**config.mk**
```make
export PLATFORM = sky130hd
export DESIGN_NAME = lut_load_ctrl
export DESIGN_NICKNAME = d
export VERILOG_FILES = /design/src/rtl/lut_load_ctrl.sv
export SDC_FILE = /design/constraint.sdc
export NUM_CORES = 1
export LEC_CHECK = 0
export CAP_MARGIN = 20
export CORE_MARGIN = 5
export CORE_UTILIZATION = 44
export CTS_CLUSTER_DIAMETER = 200
export DETAILED_ROUTE_END_ITERATION = 8
export GPL_TIMING_DRIVEN = 0
export PLACE_DENSITY = 0.71
export SYNTH_ARGS = -nofsm -noshare
export SYNTH_HDL_FRONTEND = slang
export SYNTH_SLANG_ARGS = --single-unit
export TNS_END_PERCENT = 50
```
**constraint.sdc**
```tcl
create_clock -name clk -period 1.8 [get_ports clk]
set_input_delay 0.36 -clock clk [delete_from_list [all_inputs] [get_ports clk]]
set_output_delay 0.36 -clock clk [all_outputs]
set_load 0.005 [all_outputs]
```
**src/rtl/lut_load_ctrl.sv**
```systemverilog
// Load/rotate controller for a serially loaded, rotatable lookup table.
// Writes stream an entry MSB first into the LUT; rotates shift the whole table by whole entries.
module lut_load_ctrl #(
    parameter int IN_WIDTH  = 2,
    parameter int OUT_WIDTH = 8
) (
    input  logic                clk,
    input  logic                rst_n,
    input  logic                wr_valid,
    input  logic [OUT_WIDTH-1:0] wr_data,
    output logic                wr_ready,
    input  logic                rot_req,
    input  logic [IN_WIDTH-1:0] rot_count,
    output logic                rot_done,
    output logic                lut_d,
    output logic                lut_cs_n,
    output logic                lut_rot_n,
    output logic [IN_WIDTH:0]   entry_cnt,
    output logic                table_full,
    output logic                busy
);

    localparam logic [1:0] IDLE   = 2'd0;
    localparam logic [1:0] SHIFT  = 2'd1;
    localparam logic [1:0] ROTATE = 2'd2;

    // One counter serves both the bit index of a shift and the step index of a rotate.
    localparam int CNT_W = ($clog2(OUT_WIDTH + 1) > IN_WIDTH) ? $clog2(OUT_WIDTH + 1) : IN_WIDTH;
    localparam int ECW   = IN_WIDTH + 1;

    localparam logic [CNT_W-1:0] SHIFT_LAST = CNT_W'(OUT_WIDTH);
    localparam logic [ECW-1:0]   FULL_CNT   = {1'b1, {IN_WIDTH{1'b0}}};

    logic [1:0]           state;
    logic [1:0]           state_next;
    logic [CNT_W-1:0]     step_cnt;
    logic [OUT_WIDTH-1:0] shift_reg;
    logic [IN_WIDTH-1:0]  rot_k;

    logic wr_accept;
    logic rot_accept;
    logic shift_last;
    logic rot_last;
    logic shift_active;
    logic rot_active;

    assign wr_accept    = (state == IDLE) && wr_valid;
    assign rot_accept   = (state == IDLE) && rot_req && !wr_valid;
    assign shift_last   = (state == SHIFT) && (step_cnt == SHIFT_LAST);
    assign rot_last     = (state == ROTATE) && (step_cnt == CNT_W'(rot_k));
    assign shift_active = (state == SHIFT) && !shift_last;
    assign rot_active   = (state == ROTATE) && !rot_last;

    assign wr_ready   = (state == IDLE);
    assign busy       = (state != IDLE);
    assign table_full = (entry_cnt == FULL_CNT);

    // A write wins over a simultaneous rotate; the rotate is simply seen again back in IDLE.
    always_comb begin
        state_next = state;
        case (state)
            IDLE: begin
                if (wr_valid) begin
                    state_next = SHIFT;
                end else if (rot_req && (rot_count != '0)) begin
                    state_next = ROTATE;
                end
            end
            SHIFT: begin
                if (shift_last) begin
                    state_next = IDLE;
                end
            end
            ROTATE: begin
                if (rot_last) begin
                    state_next = IDLE;
                end
            end
            default: state_next = IDLE;
        endcase
    end

    always_ff @(posedge clk or negedge rst_n) begin
        if (!rst_n) begin
            state <= IDLE;
        end else begin
            state <= state_next;
        end
    end

    always_ff @(posedge clk or negedge rst_n) begin
        if (!rst_n) begin
            step_cnt <= '0;
        end else if (wr_accept || rot_accept) begin
            step_cnt <= '0;
        end else if (shift_active || rot_active) begin
            step_cnt <= step_cnt + CNT_W'(1);
        end
    end

    always_ff @(posedge clk or negedge rst_n) begin
        if (!rst_n) begin
            shift_reg <= '0;
        end else if (wr_accept) begin
            shift_reg <= wr_data;
        end else if (shift_active) begin
            shift_reg <= shift_reg << 1;
        end
    end

    always_ff @(posedge clk or negedge rst_n) begin
        if (!rst_n) begin
            rot_k <= '0;
        end else if (rot_accept) begin
            rot_k <= rot_count;
        end
    end

    // LUT strobes are registered so they are glitch-free and mutually exclusive by state.
    always_ff @(posedge clk or negedge rst_n) begin
        if (!rst_n) begin
            lut_cs_n  <= 1'b1;
            lut_rot_n <= 1'b1;
            lut_d     <= 1'b0;
            rot_done  <= 1'b0;
        end else begin
            lut_cs_n  <= !shift_active;
            lut_rot_n <= !rot_active;
            lut_d     <= shift_active ? shift_reg[OUT_WIDTH-1] : 1'b0;
            rot_done  <= (rot_accept && (rot_count == '0)) || rot_last;
        end
    end

    always_ff @(posedge clk or negedge rst_n) begin
        if (!rst_n) begin
            entry_cnt <= '0;
        end else if (shift_last && (entry_cnt != FULL_CNT)) begin
            entry_cnt <= entry_cnt + ECW'(1);
        end
    end

endmodule

```
==> results.sh, run 1 <==
export IMPL_instances_no_fill=168
export IMPL_drive_above_1_share_pct=19.6
export IMPL_cts_tree="built"
export IMPL_vias=827
export IMPL_synthCells=103
export IMPL_synth_edf_count=0
export IMPL_slew_violations=0
export IMPL_yosysMostFrequentCell="dfrtp_1"
export IMPL_coreArea_sq_um=2450
export IMPL_clk_path_buf_depth=2
export IMPL_synthAdderAreaFrac_pct=4.48
export IMPL_synth_compound_area_share_pct=10.9
export IMPL_place_inst=156
export IMPL_cp_start_kind="flop"
export IMPL_relSlewSlack_pct=63.5
export IMPL_holdBufCountCts=0
export IMPL_via_per_inst=4.92
export IMPL_holdWs_ns=0.265
export IMPL_drc_errors=0
export IMPL_grt_pass1_wl_um=3620
export IMPL_synth_top_area_share_pct=47.0
export IMPL_path_class="flop to flop"
export IMPL_antenna_left=0
export IMPL_hold_violations=0
export IMPL_gp_congestion=0.734
export IMPL_start_util_pct=45.5
export IMPL_ys_top_cells_by_count="dfrtp_1, nand2_1, o21ai_0"
export IMPL_portBuffers=23
export IMPL_synth_top_family_by_area="simple AND/OR/NAND/NOR gates"
export IMPL_antenna_found_initial=0
export IMPL_synthMuxAreaShare_pct=10.5
export IMPL_synth_cell_types=30
export IMPL_numCtsBuffers=3
export IMPL_clk_latency_ns=0.30
export IMPL_grt_pass1_vias=850
export IMPL_synth_area_per_cell_sq_um=10.8
export IMPL_placed_cell_area_sq_um=1390
export IMPL_area_growth_pct=35.5
export IMPL_core_rowCount=18
export IMPL_grt_ovfl_total=0
export IMPL_diodes=0
export IMPL_cts_root_buf="clkbuf_4"
export IMPL_fin_skew_ns=0.00507
export IMPL_grt_usage_pct=13.3
export IMPL_arrival_ns=1.92
export IMPL_worstMarginPinSlew_ns=0.541
export IMPL_async_flop_share_pct=100
export IMPL_rsz0062_at_grt="true"
export IMPL_fin_area_sq_um=1510
export IMPL_fill_cells=218
export IMPL_period_minus_slack_ns=1.72
export IMPL_ys_flop_type="dfrtp_1"
export IMPL_grt_max_degree=24
export IMPL_p_leak_uw=0.000721
export IMPL_dieHeight_um=60.4
export IMPL_fin_total_pwr_uw=2210
export IMPL_synthSimpleGateAreaFrac_pct=14.6
export IMPL_synth_warnings=0
export IMPL_status="completed"
export IMPL_synth_seq_cells=23
export IMPL_drt_total_wl_um=2150
export IMPL_synth_area_top_cells="dfrtp_1, mux2i_1, dfstp_2"
export IMPL_die_width_um=60.4
export IMPL_nets=157
export IMPL_synth_largest_area_cell="dfrtp_1"
export IMPL_drtPass1Iterations=6
export IMPL_wl_per_cell_um=12.8
export IMPL_crit_fanout=5
export IMPL_synth_xor_area_share_pct=3.92
export IMPL_clkSinkCount=23
export IMPL_yosysSeqAreaShare_pct=51.7
export IMPL_crit_required_ns=2.00
export IMPL_ir_drop_v=0.000867
export IMPL_h_tree_depth=1
export IMPL_max_freq_ghz=0.583
export IMPL_setup_viol=0
export IMPL_endpoint_kind="flop"
export IMPL_maxCapViolCount=0
export IMPL_drt_iter0_drc=17
export IMPL_dieArea_sq_um=3650
export IMPL_clkTransAtPathRegs_ns=0.12
export IMPL_power_density_nw_per_um2=1460
export IMPL_io_pins=24
export IMPL_fin_util_pct=61.7
export IMPL_syn_num_nets=121
export IMPL_largest_reg_flops=8
export IMPL_min_path_type="primary input to async pin"
export IMPL_fin_crit_sh_pct=95.3
export IMPL_netlist_area_sq_um=1120
export IMPL_dp_hpwl_um=1530
==> worst max-delay path, cell delays in order (launching register included) <==
cell and delay [ns]:
dfrtp_1 0.46, inv_1 0.08, ha_1 0.13, nand2_1 0.10, or4b_4 0.53, mux2_4 0.31
==> area by class of cell <==
class	count	area, sq um	area share, %
timing repair buffer	31	314	20.7
multi-input combinational	70	513	33.9
sequential	23	579	38.3
clock buffer	4	26.3	1.74
inverter	7	26.3	1.74
buffer	3	17.5	1.16
tap	30	37.5	2.48
==> timing repair <==
| action | 4_1_cts | 5_1_grt |
|---|---|---|
| buffers inserted | 3 | 4 |
| endpoints found under the setup margin | 6 | 9 |
| gates resized for setup | 4 | 5 |
| pin swaps | 0 | 2 |
==> stage by stage <==
stage | setup slack, ns | setup TNS, ns
finish | 0.0842 | 0
global route | -0.00610 | -0.00610
CTS | 0.00320 | 0
global placement | 0.0176 | 0
detailed placement | -0.00323 | -0.00323
floorplan | 0.0734 | 0
==> cell families after synthesis <==
family,count (synthesis)
adders and majority gates,4
buffers and inverters,10
DFF,23
muxes,11
xor gates and xnor gates,5
AOI/OAI and AO/OA,18
and+or+nand+nor,32
==> worst paths after layout <==
check | start | endpoint | slack [ns] | depth (start not counted)
setup / recovery | step_cnt[1] | entry_cnt[1] | 0.08 | 5
hold / removal | rst_n | entry_cnt[2] | 0.27 | 1
setup reg to reg | step_cnt[1] | entry_cnt[1] | 0.08 | 5
hold reg to reg | entry_cnt[2] | entry_cnt[2] | 0.50 | 1
max in group asynchronous | rst_n | lut_cs_n | 1.08 | 2
min in group clk | entry_cnt[2] | entry_cnt[2] | 0.50 | 1
==> placed cells by master (no fill, tap or decap), drive strengths merged <==
master	count
a21o	2
a22o	1
a31oi	2
and2	2
and4	1
buf	11
clkbuf	4
clkdlybuf4s50	20
dfrtp	21
dfstp	2
dlygate4sd2	1
dlymetal6s2s	2
ha	4
inv	7
mux2	3
mux2i	8
nand2	15
nand2b	2
nand3	1
nand3b	1
nor2	4
nor2b	2
nor3	2
o21ai	12
o31ai	1
or2	1
or4b	1
xnor2	1
xor2	4
==> report_power, final <==
part           leakage (uW)  switching [uW]  internal, uW
sequential         0.000287             157           734
clock             0.0000150             147          86.3
combinational      0.000419             498           591
==> metal layers <==
| layer | up-vias | track usage [%] | share of wire [%] |
|---|---|---|---|
| li1 | 413 | - | - |
| met5 | - | 0 | 0 |
| met3 | 2 | 2.77 | 4.5 |
| met4 | 0 | 5.70 | 0.74 |
| met1 | 393 | 16.1 | 44 |
| met2 | 19 | 22.8 | 50 |
(Power assumes the default switching activity.)
==> run 2: changes to the inputs <==
==> constraint.sdc (replaced) <==
create_clock -name clk -period 1.8 [get_ports clk]
set_input_delay 0.36 -clock clk [delete_from_list [all_inputs] [get_ports clk]]
set_output_delay 0.36 -clock clk [all_outputs]
set_load 0.02 [all_outputs]
==> run 2 against run 1 <==
Effect of this change:
- fmax fell by 2.8%
- wire length fell by 3.2%
- combinational power barely moved
- sequential power fell by 0.8%
- clock power fell by 3%
- highest routed layer unchanged
==> results.sh, run 2 (synthesis gave the netlist of run 1 again) <==
export IMPL_status="completed"
export IMPL_crit_start="entry_cnt[0]"
export IMPL_min_path_type="primary input to async pin"
export IMPL_dieArea_sq_um=3650
export IMPL_timing_rr_end="entry_cnt[1]"
export IMPL_final_cell_mix="dfrtp_1, clkdlybuf4s50_1, nand2_1"
export IMPL_drc_errors=0
export IMPL_rsz0062_at_grt="true"
export IMPL_fin_area_sq_um=1460
export IMPL_grt_pass1_vias=824
export IMPL_power_density_nw_per_um2=1490
export IMPL_critPathTopFamily="simple AND/OR/NAND/NOR gates"
export IMPL_cp_num_cells=5
export IMPL_r2r_worst_path_cells=5
export IMPL_p_leak_uw=0.000681
export IMPL_drt_iter0_drc=28
export IMPL_path_class="flop to flop"
export IMPL_portBuffers=23
export IMPL_holdWs_ns=0.327
export IMPL_ir_drop_v=0.000804
export IMPL_max_freq_ghz=0.567
export IMPL_grt_usage_pct=12.8
export IMPL_cts_tree="built"
export IMPL_antenna_found_initial=0
export IMPL_diodes=0
export IMPL_via_per_inst=4.93
export IMPL_dieHeight_um=60.4
export IMPL_maxCapViolCount=0
export IMPL_start_util_pct=45.5
export IMPL_hold_violations=0
export IMPL_drive_above_1_share_pct=17.4
export IMPL_crit_fanout=4
export IMPL_wl_per_cell_um=12.9
export IMPL_crit_end="entry_cnt[1]"
export IMPL_antenna_left=0
export IMPL_die_width_um=60.4
export IMPL_max_stage_delay_ns=0.54
export IMPL_h_tree_depth=1
export IMPL_clk_path_buf_depth=2
export IMPL_vias=799
export IMPL_drtPass1Iterations=4
export IMPL_fin_util_pct=59.5
export IMPL_clkTransAtPathRegs_ns=0.12
export IMPL_period_minus_slack_ns=1.76
export IMPL_final_common_cell="dfrtp_1"
export IMPL_worstMarginPinSlew_ns=0.437
export IMPL_fin_total_pwr_uw=2180
export IMPL_largest_reg_flops=8
export IMPL_drt_total_wl_um=2080
export IMPL_cts_root_buf="clkbuf_4"
export IMPL_grt_pass1_wl_um=3490
export IMPL_io_pins=24
export IMPL_endpoint_kind="flop"
export IMPL_numCtsBuffers=3
export IMPL_cp_start_kind="flop"
export IMPL_fin_crit_sh_pct=98.0
export IMPL_slew_violations=0
export IMPL_r2r_slack_ns=0.04
export IMPL_fin_ws_ns=0.0356
export IMPL_grt_max_degree=24
export IMPL_relSlewSlack_pct=70.5
export IMPL_grt_ovfl_total=0
export IMPL_r2r_start="entry_cnt[0]"
export IMPL_path_buf_inv=1
export IMPL_coreArea_sq_um=2450
export IMPL_path_cells="inv_1 -> ha_1 -> and2_4 -> or4b_4 -> mux2_4"
export IMPL_dpl_worst_slack_ns=0.00831
export IMPL_clk_latency_ns=0.30
export IMPL_gp_congestion=0.710
export IMPL_setup_viol=0
export IMPL_core_rowCount=18
export IMPL_dp_hpwl_um=1580
export IMPL_nets=151
export IMPL_fin_skew_ns=0.00115
export IMPL_arrival_ns=1.96
export IMPL_area_growth_pct=30.8
export IMPL_fill_cells=212
export IMPL_placed_cell_area_sq_um=1390
export IMPL_clkSinkCount=23
export IMPL_crit_required_ns=2.00
export IMPL_cpMaxStageDelayCell="or4b_4"
run 2: metal layers:
layer,share of wire [%],wire length [um],vias up,track usage [%]
li1,-,-,402,-
met1,43,889,380,15.6
met2,51,1070,15,22.7
met3,5.1,107,2,1.91
met4,0.82,17,0,4.75
met5,0,0,-,0
run 2: what timing repair did:
item | in CTS | in global routing
endpoints found under the setup margin | 6 | 8
pin swaps | 0 | 0
gates resized for setup | 6 | 4
buffers inserted | 0 | 1
hold buffers | 0 | 0
run 2: where the power goes:
part	total [uW]	internal, uW	leakage, uW	switching (uW)
combinational	1070	503	0.000381	570
clock	227	86.2	0.0000150	141
sequential	884	735	0.000285	149
run 2: cell type report:
type | instances | area, sq um | share of cell area [%]
repair buffers | 25 | 263 | 18.0
flip-flops and latches | 23 | 581 | 39.7
plain buffers | 3 | 17.5 | 1.20
inverters | 7 | 26.3 | 1.80
well taps | 30 | 37.5 | 2.57
multi-input cells | 70 | 510 | 34.9
clock buffers | 4 | 26.3 | 1.80
run 2: worst min-delay path by stage:
stage                               to  slack, ns  depth (start not counted)
final                     entry_cnt[2]       0.33                          1
after global routing      entry_cnt[2]       0.34                          1
after CTS                 entry_cnt[0]       0.51                          1
after floorplan           entry_cnt[0]       0.06                          0
after detailed placement  entry_cnt[0]       0.49                          1
after global placement    entry_cnt[2]       0.48                          1
run 2: worst reg2reg max path, stage by stage (launching register included):
cell	delay [ns]
dfrtp_2	0.41
inv_1	0.05
ha_1	0.20
and2_4	0.14
or4b_4	0.54
mux2_4	0.31
run 2: through the flow:
stage,setup TNS [ns],instances
after floorplan,0,103
after global placement,0,156
after detailed placement,0,156
after CTS,0,160
after global routing,-0.00191,162
final,0,162
==> run 3: changes to the inputs <==
--- a/config.mk
+++ b/config.mk
@@ -6,12 +6,13 @@
 export NUM_CORES = 1
 export LEC_CHECK = 0
 export CAP_MARGIN = 20
+export CORE_ASPECT_RATIO = 1.75
 export CORE_MARGIN = 5
 export CORE_UTILIZATION = 44
 export CTS_CLUSTER_DIAMETER = 200
 export DETAILED_ROUTE_END_ITERATION = 8
 export GPL_TIMING_DRIVEN = 0
-export PLACE_DENSITY = 0.71
+export PLACE_DENSITY_LB_ADDON = 0.25
 export SYNTH_ARGS = -nofsm -noshare
 export SYNTH_HDL_FRONTEND = slang
 export SYNTH_SLANG_ARGS = --single-unit
==> run 3 against run 2 <==
Effect of this change:
- non-clock buffer count rose by 1
- setup slack lost 0.0014 ns
- design area grew 0.86%
- first-iteration DRC count decreased by 61%
- wire length decreased by 6.5%
- utilization grew 0.33 points
- critical path depth is the same
- total power is 4.7% higher
- sequential cell count stayed put
- via count increased by 2.4%
- hold slack gained 0.11 ns
==> results.sh, run 3 (synthesis gave the netlist of run 1 again) <==
export IMPL_status="completed"
export IMPL_fin_ws_ns=0.0341
export IMPL_antenna_left=0
export IMPL_cp_start_kind="flop"
export IMPL_fin_tns_setup_ns=0
export IMPL_worstMarginPinSlew_ns=0.533
export IMPL_start_util_pct=45.4
export IMPL_dieArea_sq_um=3690
export IMPL_via_per_inst=5.14
export IMPL_path_buf_inv=1
export IMPL_final_cell_mix="clkdlybuf4s50_1, dfrtp_1, nand2_1"
export IMPL_largest_reg_flops=8
export IMPL_clkTransAtPathRegs_ns=0.08
export IMPL_coreArea_sq_um=2460
export IMPL_max_stage_delay_ns=0.54
export IMPL_fin_util_pct=59.9
export IMPL_die_width_um=48.1
export IMPL_critPathTopFamily="simple AND/OR/NAND/NOR gates"
export IMPL_drive_above_1_share_pct=18.0
export IMPL_gp_congestion=0.677
export IMPL_min_path_type="primary input to async pin"
export IMPL_setup_viol=0
export IMPL_endpoint_kind="flop"
export IMPL_wl_per_cell_um=12.3
export IMPL_fin_crit_sh_pct=98.1
export IMPL_h_tree_depth=1
export IMPL_dp_hpwl_um=1520
export IMPL_drc_errors=0
export IMPL_area_growth_pct=31.9
export IMPL_slew_violations=0
export IMPL_fin_skew_ns=0.00121
export IMPL_clk_latency_ns=0.26
export IMPL_period_minus_slack_ns=1.77
export IMPL_power_density_nw_per_um2=1550
export IMPL_path_cells="inv_1 -> ha_1 -> nand2_1 -> or4b_4 -> mux2_4"
export IMPL_path_class="flop to flop"
export IMPL_nets=152
export IMPL_grt_pass1_vias=829
export IMPL_core_rowCount=24
export IMPL_rsz0062_at_grt="true"
export IMPL_hold_violations=0
export IMPL_clkSinkCount=23
export IMPL_arrival_ns=1.92
export IMPL_grt_ovfl_total=0
export IMPL_final_common_cell="clkdlybuf4s50_1"
export IMPL_io_pins=24
export IMPL_p_leak_uw=0.000677
export IMPL_cpMaxStageDelayCell="or4b_4"
export IMPL_vias=818
export IMPL_diodes=0
export IMPL_dpl_worst_slack_ns=-0.0132
export IMPL_ir_drop_v=0.000828
export IMPL_crit_fanout=4
export IMPL_clk_path_buf_depth=2
export IMPL_portBuffers=23
export IMPL_cts_tree="built"
export IMPL_antenna_found_initial=0
export IMPL_grt_usage_pct=12.5
export IMPL_grt_pass1_wl_um=3410
export IMPL_dieHeight_um=76.7
export IMPL_relSlewSlack_pct=64.4
export IMPL_max_freq_ghz=0.566
export IMPL_holdBufCountCts=0
export IMPL_drt_iter0_drc=11
export IMPL_drtPass1Iterations=4
export IMPL_numCtsBuffers=3
export IMPL_crit_required_ns=1.95
export IMPL_maxCapViolCount=0
export IMPL_drt_total_wl_um=1950
export IMPL_cts_root_buf="clkbuf_8"
export IMPL_grt_max_degree=24
run 3: cell types whose count changed in the layout (fill, tap and decap cells not counted), moves of 2 or more:
cell | previous run | this run
clkdlybuf4s50_1 | 18 | 20
clkbuf_8 | 0 | 3
clkbuf_4 | 3 | 0
dlymetal6s2s_1 | 2 | 0
run 3: report_power, final:
group / internal (uW) / switching (uW)
Combinational: 521 / 551
Sequential: 737 / 156
Clock: 157 / 166
run 3: repair_timing:
action / 4_1_cts / 5_1_grt
endpoints found under the setup margin: 5 / 4
pin swaps: 0 / 1
gates resized for setup: 5 / 2
setup buffers: 0 / 2
run 3: metal layers:
layer | vias to the layer above | part of all wire, % | global-route usage (%) | routed length, um
met5 | - | 0 | 0 | 0
met3 | 4 | 5.4 | 2.34 | 105
li1 | 405 | - | - | -
met4 | 0 | 1.7 | 5.66 | 34
met1 | 391 | 38 | 14.0 | 741
met2 | 18 | 55 | 21.1 | 1070
run 3: path summary, 6_finish.rpt:
path                                   start      endpoint  slack (ns)  depth (start not counted)
worst max-delay path             step_cnt[0]  entry_cnt[1]        0.03                          5
worst min-delay path                   rst_n         lut_d        0.44                          1
worst max register to register   step_cnt[0]  entry_cnt[1]        0.03                          5
worst min register to register  entry_cnt[2]  entry_cnt[2]        0.49                          1
max in group asynchronous              rst_n      lut_cs_n        0.81                          2
min in group clk                entry_cnt[2]  entry_cnt[2]        0.49                          1
run 3: final cells by class:
class                   instances  area (sq um)
inverters                       7          26.3
repair buffers                 26           258
plain buffers                   3          17.5
clock inverters                 1          7.51
well taps                      26          32.5
fillers                       218           988
multi-input cells              70           510
flip-flops and latches         23           581
clock buffers                   3          41.3
run 3: metrics by stage:
step	hold WS [ns]	power [uW]	instances	cell area (sq um)
finish	0.438	2290	159	1470
global route	0.485	2480	159	1470
CTS	0.498	2270	156	1440
detailed placement	0.483	1940	152	1390
global placement	0.479	1900	152	1390
floorplan	0.0644	1610	103	1120
